File: config.mk
export PLATFORM = sky130hd
export DESIGN_NAME = key_scan_ctrl
export DESIGN_NICKNAME = d
export VERILOG_FILES = /design/src/rtl/key_scan_pkg.sv /design/src/rtl/scan_prescaler.sv /design/src/rtl/key_scan_ctrl.sv
export SDC_FILE = /design/constraint.sdc
export NUM_CORES = 1
export LEC_CHECK = 0
export ABC_AREA = 1
export BUFFER_PORTS_ARGS = -buffer_cell sky130_fd_sc_hd__buf_2
export CAP_MARGIN = 20
export CORE_ASPECT_RATIO = 1.75
export CORE_MARGIN = 3
export CORE_UTILIZATION = 50
export CTS_BUF_LIST = sky130_fd_sc_hd__clkbuf_4
export CTS_CLUSTER_DIAMETER = 80
export CTS_CLUSTER_SIZE = 16
export DETAILED_ROUTE_END_ITERATION = 6
export HOLD_SLACK_MARGIN = 0.12
export PLACE_DENSITY = 0.74
export SLEW_MARGIN = 10
export SYNTH_ARGS = -nofsm -noshare
export SYNTH_HDL_FRONTEND = slang
export SYNTH_SLANG_ARGS = --single-unit
File: constraint.sdc
create_clock -name clk -period 2.3 [get_ports clk]
set_input_delay 0.69 -clock clk [delete_from_list [all_inputs] [get_ports clk]]
set_output_delay 0.69 -clock clk [all_outputs]
set_load 0.01 [all_outputs]
File: src/rtl/key_scan_pkg.sv
// Shared types and sizes for the keypad scan controller.
package key_scan_pkg;

  localparam int NUM_KEYS = 16;
  localparam int SEL_W    = 4;

  typedef enum logic [1:0] {
    SCAN = 2'd0,
    DEB  = 2'd1,
    HELD = 2'd2
  } scan_state_e;

endpackage

File: src/rtl/scan_prescaler.sv
// Scan-step prescaler: counts 0..DIV_MAX while enabled and flags the last count.
module scan_prescaler #(
  parameter int DIV_MAX = 199
) (
  input  logic clk,
  input  logic rst_n,
  input  logic en_i,
  output logic tick_o
);

  localparam int            CW   = (DIV_MAX < 2) ? 1 : $clog2(DIV_MAX + 1);
  localparam logic [CW-1:0] LAST = CW'(DIV_MAX);

  logic [CW-1:0] cnt_q;

  assign tick_o = en_i && (cnt_q == LAST);

  always_ff @(posedge clk or negedge rst_n) begin
    if (!rst_n) begin
      cnt_q <= '0;
    end else if (en_i) begin
      cnt_q <= (cnt_q == LAST) ? '0 : cnt_q + 1'b1;
    end
  end

endmodule

File: src/rtl/key_scan_ctrl.sv
// Keypad scan controller: drives the decoder select, debounces the return line
// and hands out one key code per confirmed press over valid/ready.
module key_scan_ctrl
  import key_scan_pkg::*;
#(
  parameter int DIV_MAX = 199,
  parameter int DEB_CNT = 4
) (
  input  logic             clk,
  input  logic             rst_n,
  input  logic             en,
  output logic [SEL_W-1:0] sel,
  input  logic             key_in,
  output logic [SEL_W-1:0] key_code,
  output logic             key_valid,
  input  logic             key_ready,
  output logic             overflow
);

  localparam logic [3:0] DEB_L = 4'(DEB_CNT);

  logic             tick;
  logic             sync1_q, smp_q;
  scan_state_e      state_q;
  logic [SEL_W-1:0] sel_q, cand_q, code_q;
  logic [3:0]       cnt_q, rcnt_q;
  logic             valid_q, ovf_q;

  logic             confirm_d;
  logic [SEL_W-1:0] confirm_code_d;
  logic [3:0]       cnt_inc_d, rcnt_inc_d;

  scan_prescaler #(.DIV_MAX(DIV_MAX)) u_prescaler (
    .clk   (clk),
    .rst_n (rst_n),
    .en_i  (en),
    .tick_o(tick)
  );

  assign cnt_inc_d  = cnt_q + 4'd1;
  assign rcnt_inc_d = rcnt_q + 4'd1;

  // With DEB_CNT=1 the confirm happens on the detection tick, before cand is loaded.
  always_comb begin
    confirm_d      = 1'b0;
    confirm_code_d = cand_q;
    if (tick && smp_q) begin
      if (state_q == SCAN && DEB_CNT == 1) begin
        confirm_d      = 1'b1;
        confirm_code_d = sel_q;
      end else if (state_q == DEB && cnt_inc_d == DEB_L) begin
        confirm_d = 1'b1;
      end
    end
  end

  always_ff @(posedge clk or negedge rst_n) begin
    if (!rst_n) begin
      sync1_q <= 1'b0;
      smp_q   <= 1'b0;
      state_q <= SCAN;
      sel_q   <= '0;
      cand_q  <= '0;
      cnt_q   <= '0;
      rcnt_q  <= '0;
      code_q  <= '0;
      valid_q <= 1'b0;
      ovf_q   <= 1'b0;
    end else begin
      sync1_q <= key_in;
      smp_q   <= sync1_q;

      if (tick) begin
        unique case (state_q)
          SCAN: begin
            if (smp_q) begin
              cand_q  <= sel_q;
              cnt_q   <= 4'd1;
              rcnt_q  <= '0;
              state_q <= (DEB_CNT == 1) ? HELD : DEB;
            end else begin
              sel_q <= sel_q + 1'b1;
            end
          end
          DEB: begin
            if (smp_q) begin
              cnt_q <= cnt_inc_d;
              if (cnt_inc_d == DEB_L) begin
                rcnt_q  <= '0;
                state_q <= HELD;
              end
            end else begin
              sel_q   <= cand_q + 1'b1;
              state_q <= SCAN;
            end
          end
          HELD: begin
            if (smp_q) begin
              rcnt_q <= '0;
            end else if (rcnt_inc_d == DEB_L) begin
              rcnt_q  <= '0;
              sel_q   <= cand_q + 1'b1;
              state_q <= SCAN;
            end else begin
              rcnt_q <= rcnt_inc_d;
            end
          end
          default: state_q <= SCAN;
        endcase
      end

      ovf_q <= 1'b0;
      if (confirm_d) begin
        if (!valid_q || key_ready) begin
          code_q  <= confirm_code_d;
          valid_q <= 1'b1;
        end else begin
          ovf_q <= 1'b1;
        end
      end else if (valid_q && key_ready) begin
        valid_q <= 1'b0;
      end
    end
  end

  assign sel       = sel_q;
  assign key_code  = code_q;
  assign key_valid = valid_q;
  assign overflow  = ovf_q;

endmodule
======== Word level (Yosys, flattened, before mapping) ========
Index checks and enable logic that the tools add are counted.
operators by class
  reductions and logical operators ........ 17
  muxes and demuxes ....................... 28
  $add $sub $neg .......................... 5
  equality and inequality tests ........... 14
operators by type and width
  cell                                                              count
  4-bit 2-to-1 mux                                                  11
  4-bit one-hot mux with 3 select lines                             2
  4-bit by 1-bit adder with 4-bit output (second input constant)    4
  2-bit != test (second input constant)                             6
  2-bit 2-to-1 mux                                                  5
  5-bit AND reduction                                               2
  8-bit by 1-bit adder with 8-bit output (second input constant)    1
  4-bit by 3-bit == test with 1-bit output (second input constant)  2
  8-bit == test (second input constant)                             1
  8-bit 2-to-1 mux                                                  1
  4-bit one-hot mux with 2 select lines                             1
  1-bit 2-to-1 mux                                                  7
  2-bit one-hot mux with 3 select lines                             1
  6-bit AND reduction                                               1
  1-bit logical AND                                                 4
  2-bit by 1-bit != test with 1-bit output (second input constant)  2
  2-bit AND reduction                                               2
  4-bit AND reduction                                               1
  2-bit nonzero test                                                2
  3-bit by 2-bit != test with 1-bit output (second input constant)  1
  3-bit AND reduction                                               1
  3-bit nonzero test                                                1
  2-bit by 1-bit == test with 1-bit output (second input constant)  1
  2-bit == test (second input constant)                             1
  other kinds (3)                                                   3
storage, ports and cells
  output and inout port bits .............. 10
  register bits after elaboration ......... 34
  logic and storage cells ................. 75

======== Depth between registers and ports, before layout ========
  depth after elaboration ................. 7
  mapped depth ............................ 11
  mapped depth without buffers ............ 11

======== Modules after synthesis ========
A second synthesis with hierarchy kept.
second synthesis, totals
  cells, all modules ...................... 238
  area, all modules ....................... 1956.9 sq um
modules (own cells, without submodules)
  module          area an instance (sq um)  seq. area each (sq um)  times used  cells an instance
  key_scan_ctrl   1508.9                    650.6                   1           172
  scan_prescaler  447.9                     200.2                   1           66

======== Least setup slack after synthesis ========
OpenSTA, ideal clock, no wires.
  path kind ............................... register -> register
  start point ............................. register state_q[0]
  end point ............................... register sel_q[2] (netlist: sel[2])
  clock period less this slack ............ 1.630 ns
  setup slack ............................. 0.670 ns
  arrival time ............................ 1.517 ns
  cell stages (with the launch flop) ...... 11
  required time ........................... 2.187 ns
  buffers on the path ..................... 0
  library setup time ...................... 0.113 ns
  path through ............................ dfrtp_1 inv_1 ha_1 inv_1 nand2_1 nand2_1 ha_1 xnor2_1 nand3_1 nand2_1 inv_1
between the ends
  longest elaborated chain between the ends .. 3
  elaborated cells on any way between the ends .. 10
RTL lines
  item                                                                    RTL line              RTL
  from (decl)                                                             key_scan_ctrl.sv:24   scan_state_e state_q;
  from (signal assigned)                                                  key_scan_ctrl.sv:80   state_q <= (DEB_CNT == 1) ? HELD : DEB;
  2-bit by 1-bit == test with 1-bit output, or another cell as far along  key_scan_ctrl.sv:74   unique case (state_q)
  2-bit != test (no source line) or 3-bit nonzero test (tied branches)    n/a
  6-bit AND reduction (no source line)                                    n/a
  to (signal assigned)                                                    key_scan_ctrl.sv:82   sel_q <= sel_q + 1'b1;
  to (signal assigned)                                                    key_scan_ctrl.sv:93   sel_q <= cand_q + 1'b1;
  to (signal assigned)                                                    key_scan_ctrl.sv:102  sel_q <= cand_q + 1'b1;
  to (decl)                                                               key_scan_ctrl.sv:25   logic [SEL_W-1:0] sel_q, cand_q, code_q;
Several ways; a longest one is shown, not always the timed one.
A chain may end at the register's enable or synchronous reset.

======== Worst setup path after layout ========
  start point ............................. register state_q[1]
  end point ............................... register sel_q[2] (netlist: sel[2])
Same word-level chain as after synthesis.

==> metrics.md <==
| Metric | Value |
|---|---|
| Post-Route WL | `3.24 mm` |
| Setup crit end kind | `flop` |
| Syn. warnings | `0` |
| GRT Total Usage | `17.4%` |
| Critical Path Source Type | `flop` |
| I/O pin cnt | `15` |
| Max_slew headroom | `50.8%` |
| Sequential area share after synthesis | `46.1%` |
| Main synth FF type | `dfrtp_1` |
| Starting Density | `a little over half` |
| Hold Path Class | `flop to flop` |
| First-pass GRT wire length | `5.81 mm` |
| Filler cell count | `approximately 310` |
| Critical Path RT | `between 2 and 3 ns` |
| Worst VDD drop | `slightly below 0.0005 V` |
| Synthesized flop and latch total | `34` |
| Layout cell share with drive strength beyond 1 | `14.5%` |
| Max-cap viol count | `0` |
| Hold Vio Cnt, Final | `0` |
| Final Slew Violations | `0` |
| DRC viols | `0` |
| # port buffers | `14` |
| P&R area growth vs syn | `9.35%` |
| Worst-Margin Slew | `0.738 ns` |
| CTS Root Cell | `clkbuf_4` |
| Post-CTS Hold Fix Bufs | `0` |
| Worst-path fanout max | `5` |
| Die Y | `86.4 um` |
| Avg Synthesized Cell Area | `8.14 sq um` |
| Leakage Power | `around 1.1 nW` |
| Clk sinks | `34` |
| Clock skew | `0.00496 ns` |
| WS Path Type | `flop to flop` |
| Syn Inst Count | `227` |
| Antenna violations before repair | `0` |
| Cell Area, Placed | `0.00197 sq mm` |
| CTS buffer count | `5` |
| Clock power share | `23.4%` |
| Part of the power in registers | `55.8%` |
| Final #Nets | `262` |
| Cell area after synthesis | `0.00185 sq mm` |
| Std-Cell Rows | `28` |
| Starting DRC count in detailed routing | `37` |
| Post-CTS setup buffers | `0` |
| Avg WL per Cell | `between 10 and 15 um` |
| Die area | `0.00449 sq mm` |
| Power Density | `about 670 mW/mm^2` |
| Fin Setup TNS | `0 ns` |
| Post-DP HPWL | `2.52 mm` |
| Sw frac | `32.6%` |
| Final setup vio count | `0` |
| CTS H-Tree Depth | `2` |
| Post-route cell area | `approximately 0.0020 sq mm` |
| EDFF count, synth | `0` |
| Final worst path period share | `76.2%` |
| CTS Buffer Depth | `2` |
| Clock-pin slew on the worst setup and hold paths | `0.10 ns` |
| CP Data Arrival Time | `1.99 ns` |
| Post-CTS sizing | `0` |
| Vias/cell | `4.93` |
| Fin Hold WS | `0.358 ns` |
| RD Place Congestion | `0.833` |
| Post-synth net total | `around 240` |
| Antenna cells | `0` |
| Largest net degree at the start of global routing | `35` |
| Tmin final | `approximately 1.8 ns` |
| Vias | `1445` |
| Fmax | `570 MHz` |
| Status | `complete, no violations` |
| Comb pwr share | `20.7%` |
| Net Switching | `0.441 mW` |
| Latest clock arrival within the worst-skew pair | `between 0.3 and 0.4 ns` |
| Vias in the first global route | `1344` |
| Ys async rst share | `100%` |
| RSZ-0062 raised after global routing | `false` |
| Distinct cells, synth | `26` |
| TritonCTS clock tree | `done` |
| Total grt overflow | `0` |
| Drt pass-1 iters | `4` |
| Post-DRT Antenna Nets | `0` |
| Chip width | `51.9 um` |
| P_int | `0.912 mW` |
| Core ar. | `0.00347 sq mm` |
[layout by cell type (no fill, tap or decap), drive strengths merged]
cell type  count
o21ai         18
a21oi          3
dfrtp         34
nand4          8
nor3           2
ha            10
buf           14
or2            2
nand3         16
xnor2          2
nor2          14
nand2         77
mux2i          1
xor2           2
clkbuf         6
clkinv         3
inv           36
[layer usage]
metal	wire [um]	global-route usage [%]	vias up
met5	0	0	-
met3	127	4.13	8
met2	1720	30.1	27
li1	-	-	748
met4	104	10.0	0
met1	1290	18.7	662
[Yosys cell counts (all sizes together), types with 3 or more instances]
master / n / area share (%)
nand2: 77 / 16
inv: 36 / 7.3
dfrtp: 34 / 46
o21ai: 18 / 5.1
nand3: 16 / 5.6
nor2: 14 / 4.9
ha: 10 / 6.8
nand4: 8 / 2.7
a21oi: 3 / 0.81
[metrics by stage]
step | worst slack (ns) | std cells | total power [mW] | utilization [%]
final | 0.547 | 293 | 1.35 | 58.2
after global routing | 0.336 | 293 | 1.47 | 58.2
after CTS | 0.524 | 293 | 1.38 | 58.2
after detailed placement | 0.543 | 285 | 1.06 | 56.7
after global placement | 0.610 | 285 | 1.05 | 56.7
after floorplan | 0.670 | 227 | 0.977 | -
[flip-flops by register name, summed over array words and instances, names as in the netlist]
register and count:
cand_q 4, cnt_q 4, key_code 4, key_valid 1, overflow 1, rcnt_q 4, sel 4, smp_q 1
state_q 2, sync1_q 1, u_prescaler.cnt_q 8
[area by class of cell]
type | instances | area, sq um | share of cell area, %
Inverter | 37 | 139 | 6.88
Clock inverter | 2 | 8.76 | 0.434
Sequential cell | 34 | 851 | 42.1
Timing Repair Buffer | 14 | 70.1 | 3.47
Clock buffer | 6 | 45.0 | 2.23
Multi-Input combinational cell | 155 | 850 | 42.1
Tap cell | 45 | 56.3 | 2.79
[worst max-delay path: stages (launching register included)]
cell     delay, ns
dfrtp_1       0.41
inv_1         0.09
ha_1          0.35
inv_1         0.10
nand2_1       0.06
nand2_1       0.09
ha_1          0.22
xnor2_1       0.15
nand3_1       0.08
nand2_1       0.07
inv_1         0.03
[power groups by stage]
stage	clock [mW]	sequential, mW	combinational (mW)
after CTS	0.336	0.759	0.287
after global placement	0	0.769	0.279
after detailed placement	0	0.771	0.284
after global routing	0.357	0.771	0.338
final	0.317	0.756	0.280
after floorplan	0	0.752	0.225
[cell families (layout without fill, tap and decap cells)]
family          after synthesis  after routing  synth area share, %
xor+xnor                      4              4                 1.90
buf+inv                      38             59                 7.93
fa+ha+maj                    10             10                 6.78
simple gates                119            119                 30.9
compound gates               21             21                 5.89
flops                        34             34                 46.1
mux                           1              1                0.542
[final timing paths]
check | startpoint | endpoint | slack, ns | cells after the start
max | state_q[1] | sel[2] | 0.55 | 10
min | sync1_q | smp_q | 0.36 | 0
max reg2reg | state_q[1] | sel[2] | 0.55 | 10
min reg2reg | sync1_q | smp_q | 0.36 | 0
max in group asynchronous | rst_n | cand_q[3] | 1.41 | 1
min in group asynchronous | rst_n | u_prescaler.cnt_q[2] | 0.41 | 1
Power figures use the tool's default switching activity.
